## config.mk

```make
export PLATFORM = sky130hd
export DESIGN_NAME = booth_mult_stream_ctrl
export DESIGN_NICKNAME = d
export VERILOG_FILES = /design/src/rtl/booth_mult_stream_ctrl.sv
export SDC_FILE = /design/constraint.sdc
export NUM_CORES = 1
export LEC_CHECK = 0
export CORE_MARGIN = 4
export CORE_UTILIZATION = 45
export DETAILED_ROUTE_END_ITERATION = 8
export PLACE_DENSITY = 0.72
export SLEW_MARGIN = 0
export SYNTH_ARGS = -nofsm -noshare
export SYNTH_HDL_FRONTEND = slang
export SYNTH_SLANG_ARGS = --single-unit
export TNS_END_PERCENT = 100
```

## constraint.sdc

```tcl
create_clock -name clk -period 3.33 [get_ports clk]
set_input_delay 0.333 -clock clk [delete_from_list [all_inputs] [get_ports clk]]
set_output_delay 0.333 -clock clk [all_outputs]
set_load 0.02 [all_outputs]
```

## src/rtl/booth_mult_stream_ctrl.sv

```systemverilog
// Valid/ready front-end and result FIFO around a pipelined 16x16 Booth multiplier core.
// Optional per-transaction tag pass-through is enabled with `define BOOTH_STREAM_TAG_EN.
module booth_mult_stream_ctrl #(
    parameter int MULT_LAT = 2,
    parameter int DEPTH    = 8,
    parameter int TAG_W    = 4
) (
    input  logic                     clk,
    input  logic                     rst,
    input  logic                     in_valid,
    output logic                     in_ready,
    input  logic [15:0]              in_a,
    input  logic [15:0]              in_b,
`ifdef BOOTH_STREAM_TAG_EN
    input  logic [TAG_W-1:0]         in_tag,
`endif
    output logic [15:0]              mult_a,
    output logic [15:0]              mult_b,
    input  logic [31:0]              mult_product,
    output logic                     out_valid,
    input  logic                     out_ready,
    output logic [31:0]              out_product,
`ifdef BOOTH_STREAM_TAG_EN
    output logic [TAG_W-1:0]         out_tag,
`endif
    output logic [$clog2(DEPTH):0]   occupancy
);

    localparam int PTR_W = $clog2(DEPTH);
    localparam int OCC_W = PTR_W + 1;
    localparam logic [OCC_W-1:0] OCC_ONE  = {{PTR_W{1'b0}}, 1'b1};
    localparam logic [OCC_W-1:0] OCC_FULL = OCC_W'(DEPTH);
    localparam logic [PTR_W-1:0] PTR_ONE  = {{(PTR_W-1){1'b0}}, 1'b1};

    if (DEPTH < MULT_LAT + 2 || (DEPTH & (DEPTH - 1)) != 0 || MULT_LAT < 1 || TAG_W < 1) begin : g_bad_cfg
        $error("booth_mult_stream_ctrl: illegal DEPTH/MULT_LAT/TAG_W combination");
    end

    logic                 accept;
    logic                 pop;
    logic                 push;
    logic                 iss_v;
    logic [MULT_LAT-1:0]  lat_v;
    logic [OCC_W-1:0]     occ;
    logic [OCC_W-1:0]     count;
    logic [PTR_W-1:0]     wr_ptr;
    logic [PTR_W-1:0]     rd_ptr;
    logic [31:0]          mem_prod [DEPTH];

    assign accept      = in_valid & in_ready;
    assign pop         = out_valid & out_ready;
    assign push        = lat_v[MULT_LAT-1];
    // Credits come from the registered count only; a same-cycle pop frees nothing yet.
    assign in_ready    = (occ < OCC_FULL);
    assign occupancy   = occ;
    assign out_valid   = (count != {OCC_W{1'b0}});
    assign out_product = mem_prod[rd_ptr];

    // Operand capture onto the core and issue tracking through its fixed latency
    always_ff @(posedge clk) begin
        if (rst) begin
            mult_a <= 16'd0;
            mult_b <= 16'd0;
            iss_v  <= 1'b0;
            lat_v  <= {MULT_LAT{1'b0}};
        end else begin
            if (accept) begin
                mult_a <= in_a;
                mult_b <= in_b;
            end
            iss_v    <= accept;
            lat_v[0] <= iss_v;
            for (int i = 1; i < MULT_LAT; i++) begin
                lat_v[i] <= lat_v[i-1];
            end
        end
    end

    // Credit counter: in-flight plus buffered results
    always_ff @(posedge clk) begin
        if (rst) begin
            occ <= {OCC_W{1'b0}};
        end else begin
            case ({accept, pop})
                2'b10:   occ <= occ + OCC_ONE;
                2'b01:   occ <= occ - OCC_ONE;
                default: occ <= occ;
            endcase
        end
    end

    // Result FIFO, first-word fall-through; storage is cleared so the head reads zero after reset
    always_ff @(posedge clk) begin
        if (rst) begin
            wr_ptr <= {PTR_W{1'b0}};
            rd_ptr <= {PTR_W{1'b0}};
            count  <= {OCC_W{1'b0}};
            for (int i = 0; i < DEPTH; i++) begin
                mem_prod[i] <= 32'd0;
            end
        end else begin
            if (push) begin
                mem_prod[wr_ptr] <= mult_product;
                wr_ptr           <= wr_ptr + PTR_ONE;
            end
            if (pop) begin
                rd_ptr <= rd_ptr + PTR_ONE;
            end
            case ({push, pop})
                2'b10:   count <= count + OCC_ONE;
                2'b01:   count <= count - OCC_ONE;
                default: count <= count;
            endcase
        end
    end

`ifdef BOOTH_STREAM_TAG_EN
    logic [TAG_W-1:0] tag_pipe [MULT_LAT+1];
    logic [TAG_W-1:0] mem_tag  [DEPTH];

    assign out_tag = mem_tag[rd_ptr];

    // Tag rides alongside iss_v/lat_v so stage MULT_LAT lines up with the push
    always_ff @(posedge clk) begin
        if (rst) begin
            for (int i = 0; i <= MULT_LAT; i++) begin
                tag_pipe[i] <= {TAG_W{1'b0}};
            end
            for (int i = 0; i < DEPTH; i++) begin
                mem_tag[i] <= {TAG_W{1'b0}};
            end
        end else begin
            if (accept) begin
                tag_pipe[0] <= in_tag;
            end
            for (int i = 1; i <= MULT_LAT; i++) begin
                tag_pipe[i] <= tag_pipe[i-1];
            end
            if (push) begin
                mem_tag[wr_ptr] <= tag_pipe[MULT_LAT];
            end
        end
    end
`endif

endmodule
```

Word level (Yosys, flattened, before mapping) --
Memories as Yosys holds them, arrays and structs flattened. A register that Yosys moved wholly into a read port is not among the register bits. Index checks and enable logic that the tools add are counted.
Word-level totals: bits in registers 49, latch bits 0, memory bits (writable) 256, ROM bits 0, bits of input ports 68, output and inout port bits 70, logic and storage cells 38, memories 1
Memories:
- mem_prod | words 8, bits a word 32, read ports 1, clocked after memory_dff 1, write ports 8, line 48 | logic [31:0] mem_prod [DEPTH];
Cells by class: add/subtract/negate cells 6, multipliers 0, div/mod/pow operators 0, magnitude comparators 1, equal/unequal tests 4, shift-type cells 0, muxes and demuxes 12, bitwise operators 2, reduce and logical (&&, ||, !) cells 4
Operator list (number):
- two-way mux 32 bit | 1
- OR reduction 32 bit | 1
- one-hot mux 4 bit (2 select lines) | 2
- two-way mux 3 bit | 3
- adder 4 x 1 -> 4 bit (second input constant) | 2
- subtractor 4 x 1 -> 4 bit (second input constant) | 2
- adder 3 x 1 -> 3 bit (second input constant) | 2
- two-way mux 1 bit | 6
- equality test 2 x 1 -> 1 bit (second input constant) | 2
- equality test 2 bit (second input constant) | 2
- less-than comparator 4 bit (second input constant) | 1
- nonzero test 2 bit | 2
- nonzero test 4 bit | 1
- AND 1 bit | 2

Depth between registers and ports, before layout --
depth after elaboration 5, gate-level depth with buffers 11, mapped depth without buffers 9

Least setup slack after synthesis --
No wires, ideal clock.
path type register to register, start point register occ[3] (netlist: occupancy[3]), end point register occ[2] (netlist: occupancy[2]), library setup time 67 ps, arrival 2360 ps, data required time 3263 ps, path slack 903 ps, stages on the path, launching flop included 12, path buffers 2, period minus slack after synthesis 2427 ps, cells stage by stage dfxtp_1 nor2b_1 clkbuf_1 inv_4 clkbuf_1 ha_1 xor2_1 ha_1 a31oi_4 xor2_1 or3_1 a21oi_2
On the way: longest elaborated chain between the ends 4, elaborated cells on any way between the ends 6, classes of those cells order compare (1); eq/ne (2); mux (1); bitwise (1); reduce/logical (1)
RTL lines:
- start, declared | line 44 | logic [OCC_W-1:0] occ;
- start signal, assigned | line 82 | occ <= {OCC_W{1'b0}};
- start signal, assigned | line 85 | 2'b10: occ <= occ + OCC_ONE;
- start signal, assigned | line 86 | 2'b01: occ <= occ - OCC_ONE;
- less-than comparator 4 bit (*) | line 54 | assign in_ready = (occ < OCC_FULL);
- AND 1 bit (*) | line 50 | assign accept = in_valid & in_ready;
- equality test 2 x 1 -> 1 bit or equality test 2 bit (tied branches) | line 84 | case ({accept, pop})
- one-hot mux 4 bit (2 select lines) or nonzero test 2 bit (tied branches)
Mark *: on every way between the ends. The rest lies on a longest branch, timed or not. A chain may end at the register's enable or synchronous reset.

==> impl_metrics.ini <==
[run_status]
status = finished clean

[clock_tree]
htree_num_levels = 2
hold_buffers = 0
cts_buffers = 34
cts-root-buf = clkbuf_16
clk_pin_slew_ns = 0.06
postCtsSetupBuffers = 0
numClockSinks = 308
cts.path.max_buffers = 3
insertion_delay_ns = 0.51
cts_tree = built
post_cts_resized = 0

[setup_path]
critPathMaxFanout = 13
max_stage_delay_ns = 0.55
required_ns = 3.00
slowest_stage = clkdlybuf4s50_1
cp_num_cells = 4
cp_cell_sequence = buf_4, mux4_2, mux2_2, clkdlybuf4s50_1
crit_type = register to output pin
crit_family = buffers and inverters
crit_path_start_kind = register
worstPathArrival_ns = 2.72
cp.buffers_inverters = 2
worst_setup_path_end_kind = output pin
rr_worst_depth = 9

[placement]
portBuffers = 137
dp_cells = 1404
gp_congestion = 0.729
post-place-ws_ns = 0.710
hpwl_um = 18200

[logic_synthesis]
netlist_top_cells_area = edfxtp_1, and2_1, mux4_2, dfxtp_1, mux2_2
syn_nets = 983
yosysSeqAreaShare_pct = 65.0
ys_warn_count = 0
synth_edf_count = 256
synth_cells = 909
synth_ff_type = edfxtp_1
ys_async_sr_fraction_pct = 0
yosysTopAreaCell = edfxtp_1
syn_area_sq_mm = 0.0134
syn_avg_cell_area_sq_um = 14.8
synth.ff_latch_count = 308
synth_top_area_share_pct = 57.2
ys_types = 42

[cells_and_area]
antenna_cells = 0
layout_common_cells = and2_1, edfxtp_1, clkdlybuf4s50_1, nand2_1, mux4_2
final_layout_size_suffix_gt1_share_pct = 18.9
nNetsFinal = 1130
stdcell_count = 1464
area_growth_pct = 22.3

[routing]
first_iter_violations = 710
final_antenna_net_count = 0
drcViolationCount = 0
wl_per_cell_um = 21.4
via_count = 7762
first_pass_iters = 5
viasPerCell = 5.30
totalWireLength_um = 31300

[worst_hold_path]
min_path_type = primary input to register
whs_path_depth = 2

[timing]
layout_min_cycle_time_ns = 3.05
slew_headroom_pct = 59.8
fin_crit_sh_pct = 91.6
max_clock_freq_ghz = 0.328
hold_viol = 0
rsz0062_at_grt = no
worstMarginPinSlew_ns = 0.604
setup-tns-final_ns = 0
setup_slack_ns = 0.278
final-setup-viol-count = 0
skew_ns = 0.0169
finalMaxSlewViolations = 0

[die]
coreArea_sq_mm = 0.0291
die_area_sq_mm = 0.0327
fp.dieH_um = 181
dieWidth_um = 181
initial_core_util_pct = 46.2
io_pins = 138
std_cell_rows = 62

[power]
p_seq_share_pct = 48.2
leakagePower_uw = 0.00593
swShare_pct = 23.5
power_frac_comb_pct = 13.4
p_per_area_mw_per_mm2 = 558
internal-power_uw = 7020
pwr-share-clk_pct = 38.4
p_sw_uw = 2150
ir_drop_mv = 0.318

[global_routing]
grt_pass1_vias = 8146
grt_max_degree = 43
grtUsageTotal_pct = 19.0
grt-ovfl-total = 0
grt_pass1_wl_um = 47800
grt_antenna_before_repair = 2

[run]
maxCapViolations = 0
-- metal layers --
layer | vias to the layer above | track usage, % | share of wire (%)
met2 | 298 | 32.3 | 50
met3 | 44 | 5.83 | 8.7
li1 | 3573 | - | -
met5 | - | 0 | 0.096
met4 | 4 | 3.63 | 1.4
met1 | 3843 | 24.6 | 40
-- area by class of cell --
| cell class | count | area (sq um) |
|---|---|---|
| inverter | 4 | 17.5 |
| fill | 2311 | 12700 |
| clock buffer | 48 | 938 |
| tap | 384 | 480 |
| multi-input combinational | 538 | 4470 |
| timing repair buffer | 170 | 1690 |
| clock inverter | 12 | 98.8 |
| sequential | 308 | 8730 |
-- cell families after synthesis --
group / after synthesis / share of synthesized area (%)
buffers and inverters: 63 / 1.99
AND/OR/NAND/NOR: 377 / 15.9
adder cells (fa/ha/maj): 6 / 0.559
XOR/XNOR: 12 / 0.782
AO/OA/AOI/OAI: 42 / 1.97
flip-flops: 308 / 65.0
multiplexers: 101 / 13.8
-- power groups by stage --
stage	clock, uW	combinational, uW	sequential, uW
after floorplan	0	728	4500
after global placement	0	1240	4500
after CTS	3570	1250	4430
after detailed placement	0	1250	4510
after global routing	3740	1330	4440
final	3520	1230	4420
-- stage by stage --
step | utilization (%) | hold WS, ns | area, sq um | power (uW)
after CTS | 56.5 | 0.270 | 16400 | 9250
after detailed placement | 52.9 | 0.431 | 15400 | 5760
after global placement | 52.9 | 0.416 | 15400 | 5740
after floorplan | - | 0.414 | 13400 | 5230
after global routing | 56.5 | 0.287 | 16400 | 9510
final | 56.5 | 0.279 | 16400 | 9170
-- registers in the layout, indices dropped and copies added (netlist names), named ones only --
signal,cells
mult_a,16
mult_b,16
count,4
wr_ptr,3
rd_ptr,3
mem_prod,256
occupancy,4
iss_v,1
lat_v,2
-- cells in the mapped netlist, drive strengths merged (2+ instances only) --
library cell and n:
xnor2 5, xor2 7, a21oi 34, ha 6
edfxtp 256, clkbuf 46, nor4 2, mux2i 5
nor3b 2, or2 8, nor3 2, inv 4
nor2 26, o21ai 2, and3b 2, dfxtp 52
mux2 32, buf 13, nor2b 3, nand2b 2
and2 256, mux4 64, nand2 68
-- final timing paths --
check                           startpoint              end  slack, ns
worst max register to register    count[0]     occupancy[2]       0.98
worst min-delay path                   rst     occupancy[3]       0.28
worst min register to register    lat_v[0]         lat_v[1]       0.44
worst max-delay path              register  out_product[15]       0.28
Power figures use the tool's default switching activity.
